## config.mk

```make
export PLATFORM = sky130hd
export DESIGN_NAME = render_scheduler
export DESIGN_NICKNAME = d
export VERILOG_FILES = /design/src/rtl/render_pkg.sv /design/src/rtl/render_scheduler.sv
export SDC_FILE = /design/constraint.sdc
export NUM_CORES = 1
export LEC_CHECK = 0
export ABC_AREA = 1
export CELL_PAD_IN_SITES_DETAIL_PLACEMENT = 0
export CELL_PAD_IN_SITES_GLOBAL_PLACEMENT = 2
export CORE_ASPECT_RATIO = 2
export CORE_MARGIN = 5
export CORE_UTILIZATION = 23
export DETAILED_ROUTE_END_ITERATION = 7
export GPL_TIMING_DRIVEN = 0
export HOLD_SLACK_MARGIN = 0.15
export PLACE_DENSITY = 0.78
export SLEW_MARGIN = 20
export SYNTH_ARGS = -nofsm -noshare
export SYNTH_HDL_FRONTEND = slang
export SYNTH_SLANG_ARGS = --single-unit
```

## constraint.sdc

```tcl
create_clock -name clk -period 1.4 [get_ports clk]
set_input_delay 0.14 -clock clk [delete_from_list [all_inputs] [get_ports clk]]
set_output_delay 0.14 -clock clk [all_outputs]
set_load 0.005 [all_outputs]
```

## src/rtl/render_pkg.sv

```systemverilog
// Shared types and constants for the render scheduler: FSM state encoding,
// framebuffer source window bounds and the default main-RAM address width.
package render_pkg;

    localparam int unsigned ADDR_W_DEFAULT = 12;

    localparam logic [11:0] FB_SRC_BASE = 12'h100;
    localparam logic [11:0] FB_SRC_LAST = 12'h1FF;

    typedef enum logic [2:0] {
        IDLE,
        GRANT,
        START,
        RENDER,
        DONE
    } state_t;

endpackage

```

## src/rtl/render_scheduler.sv

```systemverilog
// Frame render sequencer and main-RAM read-port arbiter between CPU and renderer.
// Optional RENDER timeout watchdog enabled by defining RENDER_SCHEDULER_WATCHDOG_EN.
module render_scheduler
    import render_pkg::*;
#(
    parameter int unsigned ADDR_W            = ADDR_W_DEFAULT,
    parameter int unsigned MIN_RENDER_CYCLES = 4,
    parameter int unsigned FRAME_CNT_W       = 8,
    parameter int unsigned WATCHDOG_CYCLES   = 1024
) (
    input  logic                   clk,
    input  logic                   reset,
    input  logic                   vsync,
    input  logic                   dirty_set,
    input  logic                   cpu_ram_req,
    input  logic [ADDR_W-1:0]      cpu_ram_read_address,
    output logic                   cpu_stall,
    input  logic [ADDR_W-1:0]      rnd_ram_read_address,
    output logic                   render_start,
    input  logic                   render_finished,
    output logic [ADDR_W-1:0]      main_ram_read_address,
    output logic                   busy,
    output logic [FRAME_CNT_W-1:0] frame_count,
    output logic                   render_error
);

    localparam int unsigned CNT_W = $clog2(WATCHDOG_CYCLES + 1);
    localparam logic [CNT_W-1:0] MIN_CNT = CNT_W'(MIN_RENDER_CYCLES);

    state_t                 state_q, state_d;
    logic [CNT_W-1:0]       cnt_q, cnt_d;
    logic                   dirty_q, dirty_d;
    logic                   pending_q, pending_d;
    logic                   stall_q, stall_d;
    logic                   busy_q, busy_d;
    logic                   start_q, start_d;
    logic [FRAME_CNT_W-1:0] frame_q, frame_d;
    logic                   dirty_clr, pending_clr, dirty_force;

`ifdef RENDER_SCHEDULER_WATCHDOG_EN
    localparam logic [CNT_W-1:0] WD_CNT = CNT_W'(WATCHDOG_CYCLES);
    logic timeout_q, timeout_d;
    logic error_q, error_d;
`endif

    always_comb begin
        state_d     = state_q;
        cnt_d       = cnt_q;
        frame_d     = frame_q;
        dirty_clr   = 1'b0;
        pending_clr = 1'b0;
        dirty_force = 1'b0;
`ifdef RENDER_SCHEDULER_WATCHDOG_EN
        timeout_d   = timeout_q;
        error_d     = error_q;
`endif

        case (state_q)
            IDLE: begin
                if (pending_q) begin
                    if (dirty_q) state_d = GRANT;
                    else         pending_clr = 1'b1;
                end
            end
            GRANT: begin
                if (!cpu_ram_req) begin
                    state_d     = START;
                    dirty_clr   = 1'b1;
                    pending_clr = 1'b1;
                end
            end
            START: begin
                state_d = RENDER;
                cnt_d   = '0;
`ifdef RENDER_SCHEDULER_WATCHDOG_EN
                timeout_d = 1'b0;
`endif
            end
            RENDER: begin
                if (cnt_q >= MIN_CNT && render_finished) begin
                    state_d = DONE;
                end else begin
`ifdef RENDER_SCHEDULER_WATCHDOG_EN
                    if (cnt_q == WD_CNT) begin
                        state_d     = DONE;
                        timeout_d   = 1'b1;
                        error_d     = 1'b1;
                        dirty_force = 1'b1;
                    end else begin
                        cnt_d = cnt_q + 1'b1;
                    end
`else
                    if (cnt_q < MIN_CNT) cnt_d = cnt_q + 1'b1;
`endif
                end
            end
            DONE: begin
                state_d = IDLE;
`ifdef RENDER_SCHEDULER_WATCHDOG_EN
                if (!timeout_q) frame_d = frame_q + 1'b1;
`else
                frame_d = frame_q + 1'b1;
`endif
            end
            default: state_d = IDLE;
        endcase

        // Incoming pulses take priority over same-cycle clears.
        pending_d = (pending_q & ~pending_clr) | vsync;
        dirty_d   = (dirty_q & ~dirty_clr) | dirty_set | dirty_force;

        stall_d = (state_d != IDLE);
        busy_d  = (state_d != IDLE);
        start_d = (state_d == START);
    end

    always_ff @(posedge clk or posedge reset) begin
        if (reset) begin
            state_q   <= IDLE;
            cnt_q     <= '0;
            dirty_q   <= 1'b1;
            pending_q <= 1'b0;
            stall_q   <= 1'b0;
            busy_q    <= 1'b0;
            start_q   <= 1'b0;
            frame_q   <= '0;
`ifdef RENDER_SCHEDULER_WATCHDOG_EN
            timeout_q <= 1'b0;
            error_q   <= 1'b0;
`endif
        end else begin
            state_q   <= state_d;
            cnt_q     <= cnt_d;
            dirty_q   <= dirty_d;
            pending_q <= pending_d;
            stall_q   <= stall_d;
            busy_q    <= busy_d;
            start_q   <= start_d;
            frame_q   <= frame_d;
`ifdef RENDER_SCHEDULER_WATCHDOG_EN
            timeout_q <= timeout_d;
            error_q   <= error_d;
`endif
        end
    end

    assign cpu_stall    = stall_q;
    assign busy         = busy_q;
    assign render_start = start_q;
    assign frame_count  = frame_q;

`ifdef RENDER_SCHEDULER_WATCHDOG_EN
    assign render_error = error_q;
`else
    assign render_error = 1'b0;
`endif

    always_comb begin
        main_ram_read_address = cpu_ram_read_address;
        if (state_q == START || state_q == RENDER)
            main_ram_read_address = rnd_ram_read_address;
    end

endmodule

```

# After elaboration in Yosys (flattened, before gate mapping)
# Cells that the tools add are included.
# totals
reg_bits,26
out_inout_bits,24
elab_cells,44
# op_classes
addsub,2
order_cmp,2
eq_ne,7
n_mux,14
bitwise_logic,6
n_reduce_logical,6
# ops
cell,n
two-way mux 11 bit,2
one-hot mux 11 bit (2 select lines),1
two-way mux 12 bit,1
two-way mux 3 bit,4
one-hot mux 3 bit (4 select lines),1
adder 11 x 1 -> 11 bit (second input constant),1
>= comparator 11 x 3 -> 1 bit (second input constant),1
< comparator 11 x 3 -> 1 bit (second input constant),1
equality test 3 x 2 -> 1 bit (second input constant),3
adder 8 x 1 -> 8 bit (second input constant),1
two-way mux 1 bit,4
!= test 2 bit (second input constant),2
equality test 3 x 1 -> 1 bit (second input constant),1
equality test 3 bit (second input constant),1
logical NOT 3 bit,1
AND reduction 3 bit,1
nonzero test 3 bit,1
AND 1 bit,2
inverter 1 bit,2
OR 1 bit,2
one-hot mux 1 bit (2 select lines),1
nonzero test 2 bit,1
logical AND 1 bit,1
logical OR 1 bit,1

# Depth between registers and ports, before layout
# logic_depth
depth_word,6
ltp_mapped,7

# Least setup slack after synthesis
# No wires, ideal clock.
# synth_path
path_type,register to register
start,register state_q[0]
end,register frame_q[7] (netlist: frame_count[7])
setup_ns,0.119
arrival_time_ns,1.017
slack_ns,0.264
path_stages_with_launch,6
path_cell_list,dfrtp_1 > nor2_4 > nand2_4 > nor3_4 > nand4_1 > and2_1
# synth_between
elab_chain_cells,1
# synth_rtl
element,line_no,rtl
start: declaration,render_scheduler.sv:30,"state_t state_q, state_d;"
start signal: assignment,render_scheduler.sv:132,state_q <= state_d;
equality test 3 bit,render_scheduler.sv:58,case (state_q)
end signal: assignment,render_scheduler.sv:139,frame_q <= frame_d;
end: declaration,render_scheduler.sv:37,"logic [FRAME_CNT_W-1:0] frame_q, frame_d;"
# No other way between the ends.
# A chain may end at the register's enable or synchronous reset.

# Worst setup path after layout
# layout_path
start,register state_q[2]
end,output port main_ram_read_address[8]
# layout_between
elab_chain_cells,3
# layout_rtl
element,line_no,rtl
equality test 3 x 2 -> 1 bit,render_scheduler.sv:160,if (state_q == START || state_q == RENDER)
logical OR 1 bit *,render_scheduler.sv:160,
two-way mux 12 bit *,render_scheduler.sv:160,
end: declaration,render_scheduler.sv:21,"output logic [ADDR_W-1:0] main_ram_read_address,"
# Every way passes the cells marked *; elsewhere a longest branch is shown, timed or not.

==> run metrics <==
status finished with violations; failing checks negative setup slack; max_slew headroom 64.3%; Initial Util 23.6%; worst slew pin tran 0.534 ns; final setup violation count 11; port bufs 52; Detailed Route WL 3.55 mm; sequential area share after synthesis 47.9%; Detail Route Antenna Nets 0; Setup Skew 0.00573 ns; Post-synth ARST share 100%; post-synth top area share 46.0%; CP startpoint kind flip-flop; grt ovf 0; FF+latch count, synth 26; RSZ-0062 raised after global routing yes; Post-synth EDFFs 0; Detailed Route Iter0 Violations 12; CTS Buffer Depth 2; Num CTS Buffers 3; Critical Path Sink Type output pin; first-pass GRT wire length 6.02 mm; min Tclk post-route 1.42 ns; number of fill cells 595; # Max-Cap Violations 0; share of cells above drive strength 1 30.6%; cell chain of the critical path inv_2, nand2_4, buf_6, buf_8, nand2_1, nand2_1, buf_2; worst vdd ir 840 uV; syn_nets 202; Clock Tree Root clkbuf_16; # DRC 0; H-tree Lvls 1; Crit path top cell by count nand2_1; nets 269; Synth top cells by count 58 x nand2_1, 25 x dfrtp_1, 21 x inv_1; Power Total 3.62 mW; Critical Path RT 1.26 ns; placed cells 282; fin worst setup slack -0.0191 ns; Setup TNS -0.123 ns; dpl hpwl 2.73 mm; antenna cell count 0; Die ar. 0.00764 mm2; Pins Over Slew Limit 0; Max Fclk 0.705 GHz; gpl congestion 0.755; Syn Std Cell Area 0.00136 mm2; Vias/cell 4.26; antenna violations before repair 0; Synth area leader dfrtp_1; Total GRT Usage 9.88%; synth top area cells dfrtp_1 46%, nand2_1 16%, inv_1 5.8%; Rows 39; placed inst area 0.00196 mm2; final instance area 0.00224 mm2; maximum fanout along the worst path 5; largest net degree at the start of global routing 27; chip height 119 um; crit path kind flip-flop to output pin; final worst path period share 101%; First-pass DRT Iterations 4; Critical Path Slowest Stage Cell dfrtp_1; Die W 64.4 um; Hold Crit Class primary input to asynchronous set/reset pin; via count 1,261; I/O Pins 54; clk slew on worst S/H paths 0.07 ns; Synth Flop Type dfrtp_1; Skew-Pair Late Insertion Delay 0.26 ns; Cell Count, Final, Fillers Out 296; worst hold slack 0.241 ns; TritonCTS clock tree yes; post-synthesis area per instance 8.05 um2; DR WL/cell 12.0 um; Core ar. 0.00576 mm2; crit-path max cell delay 0.39 ns; CP Data Arrival Time 1.28 ns; hold violation total from the final report 0; synth warn 0; distinct cell type count after synthesis 27; pwr/cell area 1610 mW/mm2; P&R area growth vs syn 64.7%; Leak 1.17 nW; vias in the first global route 1,312; clock net sink count 26; cell with the most instances after synthesis nand2_1; Mapped Cells 169
## power breakdown
part           switching (mW)  leakage (nW)  internal, mW  total, mW
logic                   0.938         0.784         0.897       1.83
clock network           0.253        0.0511         0.568      0.821
registers              0.0889         0.337         0.870      0.959
## sequential cells by signal (all words and copies together), names as in the netlist
signal and count:
state_q 3, frame_count 8, render_start 1, cnt_q 11
pending_q 1, dirty_q 1, busy 1
## layer usage
layer / global-route usage [%] / wire length, um / part of all wire [%] / vias to the layer above
met5: 0 / 0 / 0 / -
met4: 4.37 / 54 / 1.5 / 0
met3: 2.18 / 285 / 8.0 / 2
met2: 18.6 / 1910 / 54 / 48
met1: 10.0 / 1310 / 37 / 575
li1: - / - / - / 636
## path summary, 6_finish.rpt
kind                                        from                    endpoint  slack [ns]  depth (start not counted)
max                         state_q[2]$_DFF_PP0_    main_ram_read_address[8]       -0.02                          7
min                                        reset        cnt_q[4]$_DFFE_PP0P_        0.24                          2
max reg2reg                 state_q[2]$_DFF_PP0_              busy$_DFF_PP0_        0.05                          8
min reg2reg                cnt_q[10]$_DFFE_PP0P_       cnt_q[10]$_DFFE_PP0P_        0.46                          2
max in group asynchronous                  reset  frame_count[6]$_DFFE_PP0N_        0.77                          2
min in group clk                       dirty_set           dirty_q$_DFF_PP1_        0.42                          2
## timing repair
action | 4_1_cts | 5_1_grt
pin swaps | 6 | 4
resized for setup | 68 | 22
cloned | 2 | 0
buffers inserted | 9 | 0
setup endpoints to repair | 12 | 19
hold buffers | 0 | 0
## metrics by stage
stage	setup WS [ns]	utilization [%]
2_1_floorplan	0.264	-
3_3_place_gp	-0.414	34.0
3_5_place_dp	-0.395	34.0
4_1_cts	-0.0339	37.5
5_1_grt	-0.0940	38.9
6_report	-0.0191	38.9
## final cells by class
class	count	area (um2)	area share, %
repair buffers	62	576	25.7
plain buffers	4	41.3	1.84
multi-input cells	113	683	30.5
well taps	61	76.3	3.41
flip-flops and latches	26	656	29.3
clock buffers	3	75.1	3.35
inverters	26	103	4.58
clock inverters	1	30.0	1.34
## critical path, delay by kind of cell (launching register included)
kind | cells | cell delay, ns
flops | 1 | 0.39
buf+inv | 4 | 0.47
simple gates | 3 | 0.16
## cells by family (layout without fill, tap and decap cells)
logic type	after synthesis	count (layout)	share of synthesized area, %
AOI/OAI and AO/OA	6	6	2.67
adders and majority gates	3	3	2.76
and+or+nand+nor	98	98	34.1
DFF	26	26	47.9
other	1	1	0.276
xor gates and xnor gates	5	5	3.22
buffers and inverters	30	96	9.02
## cell usage in the layout, fill, tap and decap left out, types with 2 or more instances in the layout
| master | count |
|---|---|
| o21ai_2 | 3 |
| buf_6 | 5 |
| buf_4 | 8 |
| nand2_1 | 45 |
| clkdlybuf4s50_1 | 39 |
| ha_1 | 3 |
| dfrtp_1 | 22 |
| nand3_2 | 4 |
| inv_2 | 5 |
| clkbuf_16 | 3 |
| nor2_1 | 14 |
| nand3_1 | 5 |
| inv_1 | 20 |
| buf_2 | 10 |
| nor2_2 | 2 |
| nand2_4 | 6 |
| nand2_2 | 11 |
| dfrtp_2 | 3 |
| nand4_1 | 3 |
| xnor2_1 | 4 |
| nor2_4 | 4 |
(Power assumes the default switching activity.)
